File: config.mk
export PLATFORM = sky130hd
export DESIGN_NAME = mult_share_ctrl
export DESIGN_NICKNAME = d
export VERILOG_FILES = /design/src/rtl/mult_share_ctrl.sv
export SDC_FILE = /design/constraint.sdc
export NUM_CORES = 1
export LEC_CHECK = 0
export ABC_AREA = 1
export CORE_MARGIN = 5
export CORE_UTILIZATION = 56
export CTS_CLUSTER_DIAMETER = 150
export DETAILED_ROUTE_END_ITERATION = 10
export HOLD_SLACK_MARGIN = 0.05
export PLACE_DENSITY_LB_ADDON = 0.08
export SETUP_SLACK_MARGIN = 0.5
export SLEW_MARGIN = 10
export SYNTH_ARGS = -nofsm -noshare
export SYNTH_HDL_FRONTEND = slang
export SYNTH_SLANG_ARGS = --single-unit
export TNS_END_PERCENT = 100
File: constraint.sdc
create_clock -name clk_i -period 2.15 [get_ports clk_i]
set_input_delay 0.43 -clock clk_i [delete_from_list [all_inputs] [get_ports clk_i]]
set_output_delay 0.43 -clock clk_i [all_outputs]
set_load 0.05 [all_outputs]
File: src/rtl/mult_share_ctrl.sv
// rtl/mult_share_ctrl.sv - two-requester arbiter and sequencer for a shared signed shift-add multiplier
//
// Ports:
//   clk_i, rst_ni        clock, asynchronous active-low reset
//   req0_i, req1_i       operation requests (held with stable operands until ack)
//   a0_i, b0_i           requester 0 multiplicand / multiplier (signed)
//   a1_i, b1_i           requester 1 multiplicand / multiplier (signed)
//   ack0_o, ack1_o       one-cycle pulse: operands of that requester captured
//   done0_o, done1_o     one-cycle pulse: product_o valid for that requester
//   product_o            signed 2*WIDTH product, held until the next done
//   busy_o               high from grant until the result is delivered
//   owner_o              requester owning the current/last operation
module mult_share_ctrl #(
    parameter int WIDTH = 8
) (
    input  logic               clk_i,
    input  logic               rst_ni,
    input  logic               req0_i,
    input  logic               req1_i,
    input  logic [WIDTH-1:0]   a0_i,
    input  logic [WIDTH-1:0]   b0_i,
    input  logic [WIDTH-1:0]   a1_i,
    input  logic [WIDTH-1:0]   b1_i,
    output logic               ack0_o,
    output logic               ack1_o,
    output logic               done0_o,
    output logic               done1_o,
    output logic [2*WIDTH-1:0] product_o,
    output logic               busy_o,
    output logic               owner_o
);

    localparam int PW = 2 * WIDTH;
    localparam int CW = $clog2(WIDTH + 1);

    typedef enum logic [1:0] {
        ST_IDLE   = 2'd0,
        ST_LOAD   = 2'd1,
        ST_RUN    = 2'd2,
        ST_FINISH = 2'd3
    } state_t;

    state_t           state_q;
    logic [PW-1:0]    mcand_q;
    logic [WIDTH-1:0] mplier_q;
    logic [PW-1:0]    acc_q;
    logic [CW-1:0]    iter_q;
    logic             sign_q;
    logic             last_q;

    logic             gnt_idx_d;
    logic [WIDTH-1:0] sel_a_d;
    logic [WIDTH-1:0] sel_b_d;
    logic [WIDTH-1:0] a_mag_d;
    logic [WIDTH-1:0] b_mag_d;
    logic [WIDTH-1:0] mplier_d;
    logic [PW-1:0]    acc_d;
    logic [PW-1:0]    product_d;

    always_comb begin
        // On a tie the requester that did not win last time gets the grant.
        gnt_idx_d = (req0_i && req1_i) ? ~last_q : req1_i;
        sel_a_d   = gnt_idx_d ? a1_i : a0_i;
        sel_b_d   = gnt_idx_d ? b1_i : b0_i;
        // Unsigned magnitude: the most negative value maps to 2^(WIDTH-1) naturally.
        a_mag_d   = sel_a_d[WIDTH-1] ? (-sel_a_d) : sel_a_d;
        b_mag_d   = sel_b_d[WIDTH-1] ? (-sel_b_d) : sel_b_d;
        mplier_d  = mplier_q >> 1;
        acc_d     = mplier_q[0] ? (acc_q + mcand_q) : acc_q;
        product_d = sign_q ? (-acc_q) : acc_q;
    end

    always_ff @(posedge clk_i or negedge rst_ni) begin
        if (!rst_ni) begin
            state_q   <= ST_IDLE;
            mcand_q   <= '0;
            mplier_q  <= '0;
            acc_q     <= '0;
            iter_q    <= '0;
            sign_q    <= 1'b0;
            last_q    <= 1'b1;
            ack0_o    <= 1'b0;
            ack1_o    <= 1'b0;
            done0_o   <= 1'b0;
            done1_o   <= 1'b0;
            product_o <= '0;
            busy_o    <= 1'b0;
            owner_o   <= 1'b0;
        end else begin
            ack0_o  <= 1'b0;
            ack1_o  <= 1'b0;
            done0_o <= 1'b0;
            done1_o <= 1'b0;
            case (state_q)
                ST_IDLE: begin
                    if (req0_i || req1_i) begin
                        state_q  <= ST_LOAD;
                        busy_o   <= 1'b1;
                        owner_o  <= gnt_idx_d;
                        last_q   <= gnt_idx_d;
                        mcand_q  <= {{WIDTH{1'b0}}, a_mag_d};
                        mplier_q <= b_mag_d;
                        sign_q   <= sel_a_d[WIDTH-1] ^ sel_b_d[WIDTH-1];
                        acc_q    <= '0;
                        iter_q   <= '0;
                        ack0_o   <= ~gnt_idx_d;
                        ack1_o   <= gnt_idx_d;
                    end
                end
                ST_LOAD: begin
                    state_q <= (mplier_q != '0) ? ST_RUN : ST_FINISH;
                end
                ST_RUN: begin
                    acc_q    <= acc_d;
                    mcand_q  <= mcand_q << 1;
                    mplier_q <= mplier_d;
                    iter_q   <= iter_q + CW'(1);
                    // Early exit once no set multiplier bits remain; the counter
                    // bounds the loop at WIDTH iterations regardless.
                    if ((mplier_d == '0) || (iter_q == CW'(WIDTH - 1))) begin
                        state_q <= ST_FINISH;
                    end
                end
                ST_FINISH: begin
                    product_o <= product_d;
                    done0_o   <= ~owner_o;
                    done1_o   <= owner_o;
                    busy_o    <= 1'b0;
                    state_q   <= ST_IDLE;
                end
                default: state_q <= ST_IDLE;
            endcase
        end
    end

endmodule

==> Yosys cells after proc, flatten, opt, wreduce, memory -nomap -nowiden <==
Index checks and enable logic that the tools add are counted.
{ "word_totals": {"reg_bits": 70, "inputBits": 36, "output_inout_bits": 22, "elab_cells": 70} }
{ "op_classes": {"n_addsub": 5, "eq_ne": 7, "n_mux": 27, "bitwise_logic": 4, "n_reduce_logical": 13} }
{ "op_table": {"columns": ["operator", "count"], "rows": [
  ["16-bit 2-to-1 mux", 4],
  ["16-bit case mux with 2 select lines", 2],
  ["8-bit 2-to-1 mux", 5],
  ["16-bit adder", 1],
  ["16-bit negation", 1],
  ["8-bit negation", 2],
  ["8-bit case mux with 2 select lines", 1],
  ["1-bit 2-to-1 mux", 9],
  ["8-bit logical NOT", 1],
  ["2-bit case mux with 4 select lines", 1],
  ["4-bit case mux with 2 select lines", 1],
  ["2-bit AND reduction", 4],
  ["8-bit nonzero test", 1],
  ["2-bit != test, second input constant", 3],
  ["4-bit by 1-bit adder with 4-bit output, second input constant", 1],
  ["2-bit equality test, second input constant", 2],
  ["4-bit by 3-bit equality test with 1-bit output, second input constant", 1],
  ["2-bit 2-to-1 mux", 2],
  ["4-bit 2-to-1 mux", 1],
  ["2-bit nonzero test", 2],
  ["1-bit NOT", 3],
  ["3-bit AND reduction", 1],
  ["2-bit by 1-bit equality test with 1-bit output, second input constant", 1],
  ["2-bit logical NOT", 1],
  ["other kinds (4)", 5]
]} }

==> Longest topological paths before layout <==
Gate-level depths: netlist (run 1).
{ "depth": {"word_depth": 7, "ltp_mapped": 13, "depth_no_buf": 13} }

==> Worst setup path after synthesis (run 1) <==
Ideal clock, no wire load.
{ "synth_timing": {"path_type": "register to register", "from": "register mcand_q[0]", "to": "register acc_q[14]", "setup_time_ns": 0.117, "arrival_time_ns": 1.610, "required_time_ns": 2.033, "setup_slack_ns": 0.423, "stages_incl_launch_ff": 14, "n_path_buf": 0, "synth_period_minus_slack_ns": 1.727, "cell_sequence": "dfrtp_1 ha_1 inv_1 fa_1 inv_1 nand3_1 nand2_1 nand3_1 nand2_1 nand3_1 nand2_1 nand2_1 nand3_1 nand2_1"} }
{ "synth_between": {"elab_chain_cells": 3} }
{ "synth_rtl": {"columns": ["item", "line_no", "text"], "rows": [
  ["from (decl)", "44", "logic [PW-1:0] mcand_q;"],
  ["from (signal assigned)", "101", "mcand_q <= {{WIDTH{1'b0}}, a_mag_d};"],
  ["from (signal assigned)", "115", "mcand_q <= mcand_q << 1;"],
  ["16-bit adder", "69", "acc_d = mplier_q[0] ? (acc_q + mcand_q) : acc_q;"],
  ["16-bit 2-to-1 mux", "69", null],
  ["16-bit case mux with 2 select lines", "94", "case (state_q)"],
  ["to (signal assigned)", "78", "acc_q <= '0;"],
  ["to (signal assigned)", "104", "acc_q <= '0;"],
  ["to (signal assigned)", "114", "acc_q <= acc_d;"],
  ["to (decl)", "46", "logic [PW-1:0] acc_q;"]
]} }
Every way passes these cells. The select of a mux whose other input is x is not followed.
A chain may end at the register's enable or synchronous reset.

==> Worst setup path in the final report (run 1) <==
{ "layout_timing": {"from": "register acc_q[0]", "to": "register acc_q[12]"} }
{ "layout_between": {"elab_chain_cells": 3} }
{ "layout_rtl": {"columns": ["item", "line_no"], "rows": [
  ["16-bit adder", "69"],
  ["16-bit 2-to-1 mux", "69"],
  ["16-bit case mux with 2 select lines", "94"]
]} }
Every way passes these cells. The select of a mux whose other input is x is not followed.

==> results of run 1 <==
## per-layer routing
layer  GRT usage  up-vias
met2       0.424      230
met3      0.0303       79
li1            -     2326
met5           0        -
met1       0.362     2326
met4      0.0859        0
## through the flow
| step | std cells | util | hold slack, ns |
|---|---|---|---|
| final | 873 | 0.833 | 0.0926 |
| after detailed placement | 804 | 0.677 | 0.465 |
| after global routing | 873 | 0.833 | 0.126 |
| after CTS | 837 | 0.746 | 0.113 |
| after floorplan | 631 | - | 0.134 |
| after global placement | 804 | 0.677 | 0.461 |
## flip-flops by register name, indices dropped and copies added (netlist names)
| signal | cells |
|---|---|
| done1_o | 1 |
| last_q | 1 |
| acc_q | 16 |
| owner_o | 1 |
| sign_q | 1 |
| ack1_o | 1 |
| product_o | 16 |
| busy_o | 1 |
| done0_o | 1 |
| mplier_q | 8 |
| iter_q | 4 |
| mcand_q | 16 |
| state_q | 2 |
| ack0_o | 1 |
## worst register-to-register path: stages (launching register included)
cell,delay (ns)
dfrtp_1,0.37
ha_2,0.20
inv_2,0.05
fa_2,0.37
inv_2,0.10
nand3_4,0.07
nand2_2,0.09
buf_4,0.11
nand4_1,0.09
nand3_2,0.09
nand2_1,0.05
nand2_1,0.06
o21ai_0,0.07
## Yosys cell counts, drive strengths merged, types with 2 or more instances
master	count
nor4	2
inv	76
nor2	66
dfrtp	69
nand3b	8
nor3	3
nand3	38
xor2	12
a31oi	3
o21ai	53
nand2	194
ha	23
a21o	2
a21oi	34
o22ai	16
clkbuf	6
nand4	5
buf	9
o211ai	3
## cell usage in the layout (no fill, tap or decap), types with 9 or more instances in the layout
master / Yosys / final
nand2_2: 15 / 33
nand2_1: 174 / 142
nand2_4: 4 / 17
clkbuf_8: 0 / 10
clkbuf_2: 0 / 12
xor2_1: 12 / 12
dfrtp_1: 69 / 56
a21oi_1: 33 / 25
inv_1: 73 / 62
o21ai_0: 39 / 25
nand3_1: 36 / 24
dfrtp_2: 0 / 13
o22ai_1: 16 / 15
nor2_1: 61 / 50
clkdlybuf4s50_1: 0 / 32
buf_6: 2 / 9
o21ai_1: 8 / 14
buf_4: 2 / 58
ha_4: 0 / 17
## power by group through the flow
stage | clock network, mW | logic (mW) | registers [mW]
2_1_floorplan | 0 | 3.11 | 2.86
3_3_place_gp | 0 | 5.07 | 2.37
3_5_place_dp | 0 | 5.17 | 2.38
4_1_cts | 0.975 | 5.55 | 2.40
5_1_grt | 1.04 | 7.41 | 2.54
6_report | 0.976 | 6.84 | 2.49
## final cells by class
class,count,area share
well taps,105,0.0193
repair buffers,134,0.180
clock buffers,13,0.0219
clock inverters,3,0.00294
repair inverters,1,0.00110
multi-input cells,471,0.471
flip-flops and latches,70,0.260
inverters,76,0.0443
## worst min-delay path by stage
stage,cells past startpoint,slack (ns),start,endpoint
floorplan,0,0.13,rst_ni,acc_q[0]$_DFFE_PN0P_
global placement,1,0.46,iter_q[3]$_DFFE_PN0P_,iter_q[3]$_DFFE_PN0P_
detailed placement,1,0.47,iter_q[3]$_DFFE_PN0P_,iter_q[3]$_DFFE_PN0P_
CTS,2,0.11,rst_ni,ack0_o$_DFF_PN0_
global route,2,0.13,rst_ni,ack0_o$_DFF_PN0_
finish,2,0.09,rst_ni,ack0_o$_DFF_PN0_
## cell families after synthesis
kind of cell,Yosys count,share of synthesized area
and+or+nand+nor,317,0.305
DFF,70,0.377
adders and majority gates,24,0.0661
AOI/OAI and AO/OA,116,0.145
buffers and inverters,91,0.0828
xor gates and xnor gates,13,0.0245
## repair_timing
| action | 4_1_cts | 5_1_grt |
|---|---|---|
| resized for setup | 107 | 142 |
| endpoints found under the setup margin | 64 | 69 |
| pin swaps | 18 | 49 |
| cloned | 2 | 0 |
| setup buffers | 15 | 36 |
==> flow_summary.yaml, run 1 <==
outcome:
  outcome: "completed"
sta:
  rsz0062_at_grt: "yes"
  relSlewSlack: 0.676
  worstMarginPinSlew_ns: 0.488
  period_needed_ns: 1.82
  finalMaxSlewViolations: 0
  fmax_mhz: 549
  finalWorstSetupSlack_ns: 0.329
  finalCritPeriodShare: 0.847
  fin_skew_ns: 0.00894
  setup_viol: 0
  hold_viol: 0
  tns_ns: 0
critical_path:
  crit_family: "adder cells"
  rr_worst_depth: 12
  crit_buf_inv: 3
  r2r-end: "acc_q[12]$_DFFE_PN0P_"
  required_ns: 2.39
  start_kind: "flop"
  worstSetupEndpointType: "flop"
  path_class: "flop to flop"
  r2r-start: "acc_q[0]$_DFFE_PN0P_"
  slowest_delay_ns: 0.37
  cp_max_fo: 3
  cp_slowest_cell: "dfrtp_1"
  r2r_slack_ns: 0.33
  crit_arrival_ns: 2.06
  crit_chain: "ha_2 -> inv_2 -> fa_2 -> inv_2 -> nand3_4 -> nand2_2 -> buf_4 -> nand4_1 -> nand3_2 -> nand2_1 -> nand2_1 -> o21ai_0"
  cp.depth: 12
  crit_start: "acc_q[0]$_DFFE_PN0P_"
  crit_end: "acc_q[12]$_DFFE_PN0P_"
yosys:
  ys_types: 42
  yosysWarnings: 0
  synth-seq-area-share: 0.377
  yosysTopAreaCellShare: 0.371
  synth-seq-cells: 70
  syn_nets: 691
  synth_edf_count: 0
  synth-async-reset-ratio: 1.00
  synth_top_area_cell: "dfrtp_1"
  avgSynthCellArea_um2: 7.38
  synth-main-ff-cell: "dfrtp_1"
  syn-instance-count: 631
  syn_area_um2: 4650
  yosys-top-cells-area: "dfrtp_1 (37%), nand2_1 (14%), ha_1 (6.2%), inv_1 (5.9%), nor2_1 (4.9%)"
power:
  p_sw_mw: 5.16
  power.share.clock: 0.095
  cellPowerDensity_nw_per_um2: 1510
  peakVddDrop_uv: 814
  p_leak_nw: 3.16
  pwr-share-comb: 0.664
  seq_power_share: 0.241
  swShare: 0.501
  p_total_mw: 10.3
  internal_power_mw: 5.13
route:
  postRouteAntennaNets: 0
  wl_met3_um: 867
  drtIter0Drc: 445
  drc: 0
  first_pass_iters: 5
  vias_per_cell: 5.68
  via_count: 4961
  top_layer: "met4"
  dr_wl_met2_um: 7090
  drt-total-wl_um: 14800
  met1_length_um: 6140
  wl_per_cell_um: 17.0
clocking:
  cts_tree: "yes"
  clk_pin_slew_ns: 0.08
  clkLatencyLatePin_ns: 0.35
  cts_hold_buf: 0
  clock-sinks: 70
  cts_root_buf: "clkbuf_8"
  cts-htree-levels: 3
  clockBufferDepth: 2
  cts_made_buffers: 9
placement:
  place_ws_ns: -0.00483
  place.gp.congestion: 0.851
  port_buffers: 57
  dp_hpwl_um: 8670
  place_area_um2: 5540
job:
  drv_cap: 0
floorplan:
  fp.coreArea_um2: 8180
  boundaryPins: 58
  fp.dieW_um: 101
  rows: 33
  die-area_um2: 10200
  die-height_um: 101
  start_util: 0.569
global_route:
  grt_pass1_wl_um: 21200
  grt_start_max_net_pins: 71
  antenna_found_initial: 0
  grt_pass1_vias: 4472
  grt_usage: 0.260
  grt_overflow: 0
layout:
  antenna_cells: 0
  nNetsFinal: 823
  area_delta_synth_final_pct: 46.4
  nFillCells: 455
  drive_gt1_frac: 0.350
  multi_input_area_um2: 3210
  final_area_um2: 6810
  seqCellArea_um2: 1770
worst_hold_path:
  hp-class: "primary input to asynchronous set/reset pin"
Note: power is estimated with default switching activity, not from simulation.
==> run 2, diff against run 1 <==
clock period = 1.7 ns   (was 2.15 ns; I/O delays follow)
==> run 2 against run 1 <==
- synthesized cell count unchanged
- the run now fails in global routing
- area after synthesis unchanged
==> flow_summary.yaml, run 2 <==
yosys:
  synth.most_common_cell: "nand2_1"
  yosysTopAreaCellShare: 0.371
  yosys-top-cells-area: "dfrtp_1 (37%), nand2_1 (14%), ha_1 (6.2%), inv_1 (5.9%), nor2_1 (4.9%)"
  ys_types: 42
  ys_top_cells_by_count: "nand2_1 (174), inv_1 (73), dfrtp_1 (69)"
  avgSynthCellArea_um2: 7.38
  synth_edf_count: 0
  synth-seq-area-share: 0.377
  synth-async-reset-ratio: 1.00
  syn_area_um2: 4650
  synth-main-ff-cell: "dfrtp_1"
  synth-seq-cells: 70
  syn-instance-count: 631
  synth_top_area_cell: "dfrtp_1"
  syn_nets: 691
  yosysWarnings: 0
global_route:
  grt_start_max_net_pins: 71
placement:
  place.gp.congestion: 0.863
  port_buffers: 57
  place_ws_ns: -0.410
  dp_hpwl_um: 9600
clocking:
  cts-htree-levels: 3
  clock-sinks: 70
  cts_made_buffers: 9
  clockBufferDepth: 2
  cts_root_buf: "clkbuf_8"
sta:
  worst_endpoint_kind: "sequential cell input"
  worstEndpointGrtRepair: "product_o[12]$_DFFE_PN0P_/D"
floorplan:
  boundaryPins: 58
  rows: 33
  start_util: 0.569
  fp.dieW_um: 101
  die-height_um: 101
outcome:
  failing_step: "global routing"
  firstError: "[ERROR DPL-0038] Utilization greater than 100%, impossible to legalize"
  outcome: "stopped before the end"
-- run 2: cell counts after synthesis --
No cell type changed its count.
-- run 2: timing repair --
item | CTS
buffers inserted | 46
hold buffers | 1
setup endpoints to repair | 90
gates cloned | 6
endpoints found under the hold margin | 58
pin swaps | 71
gates resized for setup | 185
-- run 2: kinds of logic after synthesis --
kind of cell,count (synthesis),share of synthesized area
simple gates,317,0.305
compound gates,116,0.145
fa+ha+maj,24,0.0661
xor+xnor,13,0.0245
buf+inv,91,0.0828
flops,70,0.377
-- run 2: through the flow --
step	hold slack, ns	instances	area [um^2]	utilization	TNS [ns]
floorplan	0.0444	631	5050	-	-0.00425
global placement	0.388	841	6080	0.744	-10.76
CTS	0.500	910	7430	0.908	-0.801
detailed placement	0.391	841	6080	0.744	-12.04
==> run 3, diff against run 2 <==
CORE_UTILIZATION = 40   (was 56)
CTS_CLUSTER_DIAMETER = unset   (was 150)
HOLD_SLACK_MARGIN = unset   (was 0.05)
PLACE_DENSITY_LB_ADDON = 0.15   (was 0.08)
SETUP_SLACK_MARGIN = unset   (was 0.5)
==> run 3 against run 2 <==
- the flow now finishes, with violations (negative setup slack)
==> flow_summary.yaml, run 3 (same netlist as run 1, synthesis figures left out) <==
outcome:
  outcome: "finished with violations"
  violations: "negative setup slack"
power:
  peakVddDrop_uv: 1280
  cellPowerDensity_nw_per_um2: 1890
  p_leak_nw: 3.31
clocking:
  clock-sinks: 70
  clockBufferDepth: 2
  cts_hold_buf: 0
  clk_pin_slew_ns: 0.05
  cts_root_buf: "clkbuf_16"
  cts_tree: "yes"
  clkLatencyLatePin_ns: 0.33
  cts_made_buffers: 9
  cts-htree-levels: 3
route:
  drt-total-wl_um: 12500
  postRouteAntennaNets: 0
  wl_per_cell_um: 13.6
  via_count: 4563
  first_pass_iters: 5
  drtIter0Drc: 214
  drc: 0
  vias_per_cell: 4.94
critical_path:
  slowest_delay_ns: 0.59
  crit_arrival_ns: 2.04
  cp_max_fo: 8
  cp_slowest_cell: "dfstp_2"
  start_kind: "flop"
  cp_common_cell: "nand2_1"
  path_class: "flop to flop"
  crit_chain: "nand2_8 -> nand2_8 -> nand2_4 -> o21ai_4 -> ha_4 -> nand3_2 -> nand2_2 -> nand2_1 -> nand2_1 -> nand3_1 -> nand2_1 -> nand2_1"
  crit_family: "simple AND/OR/NAND/NOR gates"
  crit_buf_inv: 0
  worstSetupEndpointType: "flop"
  required_ns: 1.92
floorplan:
  fp.coreArea_um2: 11400
  boundaryPins: 58
  start_util: 0.408
  fp.dieW_um: 118
  die-height_um: 118
  die-area_um2: 13900
  rows: 39
sta:
  fin_skew_ns: 0.00402
  fmax_mhz: 550
  tns_ns: -0.617
  hold-worst-slack_ns: 0.0228
  finalMaxSlewViolations: 0
  finalWorstSetupSlack_ns: -0.117
  setup_viol: 10
  hold_viol: 0
  period_needed_ns: 1.82
  relSlewSlack: 0.656
  finalCritPeriodShare: 1.07
  rsz0062_at_grt: "yes"
  worstMarginPinSlew_ns: 0.511
layout:
  final_common_cell: "nand2_1"
  nNetsFinal: 835
  reg.largest.list: "acc_q x16, mcand_q x16, product_o x16"
  area_delta_synth_final_pct: 45.7
  layout_common_cells: "nand2_1 (157), buf_4 (93), dfrtp_1 (67)"
  drive_gt1_frac: 0.314
  nFillCells: 1046
  antenna_cells: 0
  final_area_um2: 6780
placement:
  dp_hpwl_um: 9210
  place.gp.congestion: 0.841
  place_area_um2: 5840
  port_buffers: 57
job:
  drv_cap: 0
global_route:
  grt_use_met3: 0.0288
  grt_usage: 0.174
  busiest_layer: "met2"
  antenna_found_initial: 0
  grt_pass1_wl_um: 20100
  use_met1: 0.233
  grt_use_met2: 0.287
  grt_overflow: 0
  grt_pass1_vias: 4306
  grt_start_max_net_pins: 71
worst_hold_path:
  hp-class: "primary input to asynchronous set/reset pin"
[run 3: report_power, final]
part / switching, mW / internal (mW)
registers: 0.567 / 2.40
logic: 4.68 / 3.41
clock network: 0.682 / 1.10
[run 3: path summary, 6_finish.rpt]
kind	cells past startpoint	end	startpoint	slack, ns
hold reg to reg	1	iter_q[3]$_DFFE_PN0P_	iter_q[3]$_DFFE_PN0P_	0.47
hold / removal	2	busy_o$_DFFE_PN0P_	rst_ni	0.02
setup / recovery	12	mcand_q[6]$_DFFE_PN0P_	last_q$_DFFE_PN1P_	-0.12
setup reg to reg	12	mcand_q[6]$_DFFE_PN0P_	last_q$_DFFE_PN1P_	-0.12
min in group clk_i	1	iter_q[3]$_DFFE_PN0P_	iter_q[3]$_DFFE_PN0P_	0.47
max in group asynchronous	2	iter_q[0]$_DFFE_PN0P_	rst_ni	1.36
[run 3: area by class of cell]
type / instances / area, um^2 / share of cell area
clock buffers: 13 / 270 / 0.0398
repair buffers: 146 / 1310 / 0.193
multi-input cells: 472 / 2960 / 0.437
well taps: 143 / 179 / 0.0264
inverters: 76 / 288 / 0.0424
clock inverters: 3 / 17.5 / 0.00258
flip-flops and latches: 70 / 1760 / 0.259
[run 3: worst reg2reg max path, cell delays in order (launching register included)]
cell	delay, ns
dfstp_2	0.59
nand2_8	0.09
nand2_8	0.17
nand2_4	0.07
o21ai_4	0.09
ha_4	0.18
nand3_2	0.08
nand2_2	0.11
nand2_1	0.07
nand2_1	0.07
nand3_1	0.07
nand2_1	0.07
nand2_1	0.04
[run 3: metrics by stage]
| step | worst slack, ns | util | power, mW | cells |
|---|---|---|---|---|
| 2_1_floorplan | -0.0209 | - | 7.54 | 631 |
| 3_3_place_gp | -0.338 | 0.511 | 9.83 | 886 |
| 3_5_place_dp | -0.392 | 0.511 | 9.98 | 886 |
| 4_1_cts | -0.0747 | 0.548 | 12.1 | 909 |
| 5_1_grt | -0.210 | 0.594 | 13.9 | 923 |
| 6_report | -0.117 | 0.594 | 12.8 | 923 |
[run 3: what timing repair did]
action,in CTS,in global routing
resized for setup,24,100
hold endpoints to repair,0,0
setup buffers,5,13
cloned,2,1
setup endpoints to repair,36,40
pin swaps,2,37
[run 3: metal layers]
layer / up-vias / wire length [um]
met5: - / 0
met4: 0 / 118
met3: 8 / 428
met2: 62 / 6180
met1: 2150 / 5780
li1: 2343 / -
==> run 4, diff against run 3 <==
CTS_CLUSTER_DIAMETER = 60   (was unset)
SLEW_MARGIN = unset   (was 10)
==> results of run 4 <==
Same layout as run 3: the final DEF is identical, and so are final timing and power.
==> RTL edit (flow settings as in run 3) <==
The parameter `WIDTH` goes from 8 to 16.
--- a/src/rtl/mult_share_ctrl.sv
+++ b/src/rtl/mult_share_ctrl.sv
@@ -12,5 +12,5 @@
 //   owner_o              requester owning the current/last operation
 module mult_share_ctrl #(
-    parameter int WIDTH = 8
+    parameter int WIDTH = 16
 ) (
     input  logic               clk_i,
Interface: changed (5 resized); port bits go from 58 to 106. No check against the original RTL was run, so the function may have changed too.
==> RTL edit against run 3 <==
- the run still ends with negative setup slack left
- final cell count up 130%
- power up 140%
- critical path type unchanged
- design area up 140%
- area after synthesis up 98%
- combinational power rose to 2.7 times the old value
- sequential cell count up 57
- routed wire length rose to 2.7 times the old value
- worst setup slack worse by 0.25 ns
==> RTL edit: results <==
[cells_and_area]
drive_above_1_share_pct = 44.20
largest_registers = "acc_q x32, mcand_q x32, product_o x32"

[timing]
tightest_slew_ns = 0.6534
skew_ns = 0.01210
fin_ws_ns = -0.3638
setup_viol = 78

[routing]
wl_per_cell_um = 16.28
drt-pass1-iter-count = 8

[clock_network]
htreeDepth = 4

[synthesis]
syn_inst = 1384
ys_top_cells_by_count = "nand2_1, inv_1, nor2_1"
synth.net_count = 1493

[power_and_ir_drop]
switching_power_mw = 14.65
irDropWorstVdd_v = 0.001078

[placement]
dp_cells = 1973
place_worst_setup_slack_ns = -0.6927
dpl.hpwl_um = 21970
place.gp.congestion = 0.9262

[status]
violations = "negative setup slack"
status = "complete, but fails checks"

[global_routing]
grt_start_max_net_pins = 46
grt_pass1_wl_um = 50110
grt_pass1_vias = 10480

[worst_setup_path]
endpoint = "mcand_q[8]"
reg2reg_depth = 14
==> RTL edit: cell count changes after synthesis, moves of 17 or more <==
cell | before | now
nand2_1 | 174 | 422
a21oi_1 | 33 | 72
nand3_1 | 36 | 109
nor2_1 | 61 | 148
ha_1 | 23 | 40
dfrtp_1 | 69 | 126
o21ai_0 | 39 | 88
inv_1 | 73 | 154
==> RTL edit: layout make-up <==
| cell class | instances | area, µm² | area share (%) |
|---|---|---|---|
| Clock inverter | 14 | 226.5 | 1.401 |
| Inverter | 162 | 646.9 | 4.001 |
| Timing Repair Buffer | 425 | 3867 | 23.92 |
| Clock buffer | 18 | 429.2 | 2.655 |
| Multi-Input combinational cell | 1054 | 7446 | 46.06 |
| Sequential cell | 127 | 3186 | 19.70 |
| Timing Repair inverter | 1 | 8.758 | 0.05418 |
| Tap cell | 285 | 356.6 | 2.206 |
==> RTL edit: cells by family after synthesis <==
logic type | count (synthesis) | synth area share [%]
XOR/XNOR | 27 | 2.569
AND/OR/NAND/NOR | 742 | 33.64
buffers and inverters | 205 | 8.876
flip-flops | 127 | 34.54
AO/OA/AOI/OAI | 242 | 14.72
adder cells (fa/ha/maj) | 41 | 5.654
==> RTL edit: metal layers <==
| layer | vias to the layer above | track usage, % | part of all wire, % |
|---|---|---|---|
| li1 | 5331 | - | - |
| met1 | 5292 | 30.01 | 41 |
| met2 | 365 | 41.25 | 51 |
| met3 | 84 | 2.715 | 5.0 |
| met4 | 0 | 6.498 | 2.9 |
| met5 | - | 0 | 0 |
==> RTL edit: power groups by stage <==
stage,clock network (mW),registers [mW],logic [mW]
after floorplan,0,6.50,7.97
after global placement,0,5.34,15.6
after detailed placement,0,5.38,15.8
after CTS,4.17,5.52,18.4
after global routing,4.33,5.76,23.1
final,4.12,5.61,21.5
==> RTL edit: timing repair <==
action,4_1_cts,5_1_grt
cloned,5,2
setup buffers,41,36
endpoints found under the setup margin,83,98
hold endpoints to repair,19,0
hold buffers,1,0
pin swaps,111,162
gates resized for setup,315,312
==> RTL edit: through the flow <==
stage          instance area [µm²]  util [%]  hold WS, ns  total power [mW]  setup TNS (ns)
5_1_grt                      16170     71.41       0.4147             33.22          -22.80
3_3_place_gp                 12330     54.46       0.2889             20.90          -40.91
2_1_floorplan                 9253         -      0.04441             14.47          -3.157
4_1_cts                      14690     64.90       0.3861             28.07          -10.50
3_5_place_dp                 12330     54.46       0.2907             21.16          -42.87
6_report                     16170     71.41       0.3933             31.20          -14.66
==> RTL edit: worst max-delay path, delay by kind of cell, from the launching register on <==
| kind | cells | cell delay, ns |
|---|---|---|
| adders and majority gates | 1 | 0.18 |
| DFF | 1 | 0.59 |
| and+or+nand+nor | 11 | 1.01 |
| AOI/OAI and AO/OA | 2 | 0.14 |
